--- src/rtl/miriscv_mem_model_pkg.sv ---
// Shared constants, done-detector state encoding and byte-merge helper
// for the dual-port memory responder.
package miriscv_mem_model_pkg;

    localparam int          WORD_W      = 32;
    localparam int          BE_W        = 4;
    localparam int          MAX_LATENCY = 8;
    localparam logic [31:0] OOR_RDATA   = 32'h0000_0000;

    typedef enum logic [1:0] {
        ST_IDLE  = 2'd0,
        ST_COUNT = 2'd1,
        ST_DONE  = 2'd2
    } done_state_e;

    function automatic logic [WORD_W-1:0] be_merge(
        input logic [WORD_W-1:0] old_word,
        input logic [WORD_W-1:0] new_word,
        input logic [BE_W-1:0]   be
    );
        logic [WORD_W-1:0] merged;
        merged = old_word;
        for (int b = 0; b < BE_W; b++) begin
            if (be[b]) begin
                merged[8*b +: 8] = new_word[8*b +: 8];
            end else begin
                merged[8*b +: 8] = old_word[8*b +: 8];
            end
        end
        return merged;
    endfunction

endpackage

--- src/rtl/miriscv_mem_rsp_pipe.sv ---
// Fixed-latency response pipeline: valid+data shift register whose data
// stage is forced to zero when the entering beat is not valid.
module miriscv_mem_rsp_pipe
    import miriscv_mem_model_pkg::*;
#(
    parameter int LATENCY = 1
) (
    input  logic              clk,
    input  logic              arstn,
    input  logic              in_valid,
    input  logic [WORD_W-1:0] in_data,
    output logic              out_valid,
    output logic [WORD_W-1:0] out_data
);

    logic [LATENCY-1:0] valid_r;
    logic [WORD_W-1:0]  data_r [LATENCY];

    // Shift responses one stage per cycle; reset flushes in-flight beats.
    always_ff @(posedge clk or negedge arstn) begin
        if (!arstn) begin
            valid_r <= '0;
            for (int i = 0; i < LATENCY; i++) begin
                data_r[i] <= '0;
            end
        end else begin
            valid_r[0] <= in_valid;
            data_r[0]  <= in_valid ? in_data : '0;
            for (int i = 1; i < LATENCY; i++) begin
                valid_r[i] <= valid_r[i-1];
                data_r[i]  <= data_r[i-1];
            end
        end
    end

    assign out_valid = valid_r[LATENCY-1];
    assign out_data  = data_r[LATENCY-1];

endmodule

--- config.mk ---
export PLATFORM = sky130hd
export DESIGN_NAME = miriscv_mem_rsp_pipe
export DESIGN_NICKNAME = d
export VERILOG_FILES = /design/src/rtl/miriscv_mem_model_pkg.sv /design/src/rtl/miriscv_mem_rsp_pipe.sv
export SDC_FILE = /design/constraint.sdc
export NUM_CORES = 1
export LEC_CHECK = 0
export CAP_MARGIN = 10
export CORE_MARGIN = 2
export CORE_UTILIZATION = 38
export DETAILED_ROUTE_END_ITERATION = 8
export PLACE_DENSITY = 0.83
export SLEW_MARGIN = 25
export SYNTH_ARGS = -nofsm -noshare
export SYNTH_HDL_FRONTEND = slang
export SYNTH_SLANG_ARGS = --single-unit
--- constraint.sdc ---
create_clock -name clk -period 0.8 [get_ports clk]
set_clock_uncertainty 0.1 [all_clocks]
set_input_delay 0.24 -clock clk [delete_from_list [all_inputs] [get_ports clk]]
set_output_delay 0.24 -clock clk [all_outputs]
set_load 0.02 [all_outputs]
==> flow_results.org, run 1 <==
** Clocking
- CTS Root Cell :: sky130_fd_sc_hd__clkbuf_4
- Number of clock sinks :: 33
- In this run the number of H-tree levels came out at 2.
- TritonCTS built the clock tree.
- Total setup buffers inserted after CTS :: 0
- Clock-pin slew reported for the worst setup and hold paths after clock tree synthesis :: 0.10 ns
- The clock passes through at most 2 buffers.
- In this run, CTS created clock tree buffers numbering 5.
- Number of buffers inserted for hold repair after clock tree synthesis :: 0

** Route
- After the first detailed-routing iteration, the DRC count stood at 12.
- Number of vias per cell :: 4.45
- Total number of vias :: 778
- Detailed-routing iteration count for the pre-antenna-repair pass :: 4
- The final layout contains routed wiring with a total length of 2.40 mm.
- The detail route stage leaves a number of antenna-violating nets equal to 0.
- After detailed routing, the number of remaining DRC violations is 0.
- After detailed routing, the average wire length per cell comes to 13.7 µm.

** Power and ir drop
- Summed over all cells, the static leakage comes to 0.000933 µW.
- In this run the power density over the cells is 1790 mW/mm².
- The internal power of the cells totals 2640 µW.
- Of the total power, the share spent switching nets is 0.238.
- The worst-case IR drop observed on VDD is 1.36 mV.
- Seq pwr share :: 0.518
- Post-route total power :: 3460 µW
- Switching Power :: 821 µW
- The share of total power dissipated in the clock network is 0.306.
- Proportion of power drawn by combinational gates :: 0.177

** STA
- The final count of pins violating max slew was 0.
- Peak Freq :: 828 MHz
- Clock period minus final worst setup slack :: 1.21 ns
- Setup violations remaining at the end of the flow were counted as 33.
- Final hold analysis gives a worst-case slack of 0.167 ns.
- After layout, the worst setup slack is -0.408 ns.
- The worst pin sits at a relative slew slack of 0.879.
- Setup repair after global routing could not meet its margin everywhere.
- Transition time at the pin with the least slew margin :: 0.181 ns
- The number of hold violations in the final report came to 0.
- Post-route clock period utilization :: 1.51

** Layout
- The library cell used most frequently in the layout, excluding fill and tap cells, is sky130_fd_sc_hd__buf_6.
- Final Core Density :: 0.706
- Diodes inserted :: 0
- Leaving out fill and tap cells, the most frequent cells in the layout are sky130_fd_sc_hd__buf_6 (34), sky130_fd_sc_hd__clkdlybuf4s50_1 (33), sky130_fd_sc_hd__dfrtp_1 (33).
- Counting the fill cells in the layout gives 189.
- From synthesis to final layout, the design area changed by 78.5%.
- Of the cells placed in the final design, the portion with a size suffix greater than 1 is 0.535.
- Layout Cells excl Fill :: 175
- In the final design database the tool counted 178 nets.

** Setup path
- Critical Setup Path Class :: flip-flop to output port
- STA puts the critical path data arrival time at 0.87 ns.
- Kind of launch point of the worst setup path :: flip-flop
- The worst setup path is captured at an output port.
- The kind of cell with the highest combined delay along the critical path is flip-flops.
- Worst path max stage delay :: 0.41 ns
- In this run the worst setup path begins at out_data[23].
- Maximum fanout along the worst path :: 1
- CP bufs+invs :: 1
- Cell type of the slowest stage on the worst timing path :: sky130_fd_sc_hd__dfrtp_1
- Cell breakdown of the critical path :: buf_6
- Req. time, crit path :: 0.46 ns
- Last element of the critical path :: out_data[23]
- In this run the number of cells on the critical path is 1.

** Logic synthesis
- Synthesis produced 68 cells.
- Count of unique library cells instantiated by Yosys :: 3
- Synth warn :: 0
- The fraction of the mapped netlist area in compound gates came to 0.
- Multiplexer share of the synthesized area :: 0
- Of the total synthesized cell area, the portion taken by XOR and XNOR cells is 0.
- Net count after synthesis :: 103
- FF+latch count, synth :: 33
- Of the total synthesized cell area, the portion taken by AND, OR, NAND and NOR gates is 0.222.
- Of the total synthesized cell area, the portion taken by full adders, half adders and majority gates is 0.
- Main combinational cell family by area after synthesis :: simple AND/OR/NAND/NOR gates
- The cell area that synthesis handed to floorplanning was 0.00108 mm².
- Of the synthesized area, sequential elements account for 0.764.
- After synthesis, the mean cell area works out to 15.9 µm².

** GRT
- For this run, the total global-route usage over all layers was measured as 0.169.
- Wire length of the first global-routing pass :: 3.97 mm
- Pin count of the biggest net entering global routing :: 34
- Number of global-route vias before repair :: 868
- GRT Residual Overflow :: 0
- The initial antenna violation count was 0.

** Placement
- Count of placed standard cells including taps :: 166
- Routability cong. :: 0.696
- Buffers added on ports :: 67

** Floorplan
- Die extent in y :: 57.3 µm
- Std cell rows :: 19
- Starting density of the core :: 0.395
- During I/O placement, the number of pins put on the boundary was 68.
- The die covers 0.00329 mm².
- Horiz. Die Dim :: 57.3 µm
- In this run the standard cell core region covers 0.00273 mm².

** Hold path
- The tightest min-delay check is of the input pin to asynchronous set/reset pin type.

** Run
- Across the run, the number of max-cap violations was 0.

** Status
- The checks that failed: negative setup slack.
- The run finished, with violations left.
## worst min path at each step
stage	start	to	slack, ns
global route	arstn	out_data[23]	0.17
floorplan	arstn	out_data[0]	-0.16
finish	arstn	out_data[26]	0.17
global placement	arstn	out_data[26]	0.52
detailed placement	arstn	out_data[26]	0.53
CTS	arstn	out_data[28]	0.16
## state kept, by name, indices dropped and copies added (netlist names)
signal / count
out_data: 32
out_valid: 1
## per-layer routing
| metal | routed length, µm | vias to the layer above | global-route usage | part of all wire |
|---|---|---|---|---|
| li1 | - | 353 | - | - |
| met1 | 853 | 375 | 0.171 | 0.35 |
| met2 | 1220 | 45 | 0.281 | 0.51 |
| met3 | 281 | 5 | 0.0952 | 0.12 |
| met4 | 45 | 0 | 0.0797 | 0.019 |
| met5 | 0 | - | 0 | 0 |
## cell families (layout without fill, tap and decap cells)
| family | after synthesis | in the layout |
|---|---|---|
| simple gates | 32 | 32 |
| buf+inv | 3 | 79 |
| flops | 33 | 33 |
## synthesized netlist by cell type
| master | n | area, µm² |
|---|---|---|
| sky130_fd_sc_hd__dfrtp_1 | 33 | 826 |
| sky130_fd_sc_hd__and2_2 | 32 | 240 |
| sky130_fd_sc_hd__clkbuf_2 | 3 | 15.0 |
## metrics by stage
step | TNS [ns] | worst slack [ns] | cell area [µm²]
final | -12.50 | -0.408 | 1930
after global routing | -13.78 | -0.441 | 1930
after CTS | -13.23 | -0.420 | 1930
after detailed placement | -32.36 | -0.484 | 1810
after global placement | -31.32 | -0.456 | 1810
after floorplan | 0 | 0.0440 | 1080
## power by group through the flow
stage | combinational (µW) | sequential, µW | clock [µW]
6_report | 611 | 1790 | 1060
5_1_grt | 653 | 1800 | 1150
4_1_cts | 620 | 1790 | 1100
3_5_place_dp | 596 | 1810 | 0
3_3_place_gp | 585 | 1800 | 0
2_1_floorplan | 84.0 | 1920 | 0
## layout make-up
cell class                 instances  area (µm²)  share of cell area
clock inverter                     1        5.00             0.00259
tap                               31        38.8              0.0201
sequential                        33         826               0.428
clock buffer                       7        65.1              0.0337
timing repair buffer              71         754               0.391
multi-input combinational         32         240               0.125
## what timing repair did
| action | in CTS | in global routing |
|---|---|---|
| cloned | 1 | 0 |
| pin swaps | 0 | 0 |
| gates resized for setup | 200 | 0 |
| endpoints found under the setup margin | 65 | 33 |
Note: power is estimated with default switching activity, not from simulation.
==> inputs of run 2 (changes only) <==
HOLD_SLACK_MARGIN = 0.02   (was not set)
==> results of run 2 <==
Final layout, timing and power as in run 1 (identical DEF).
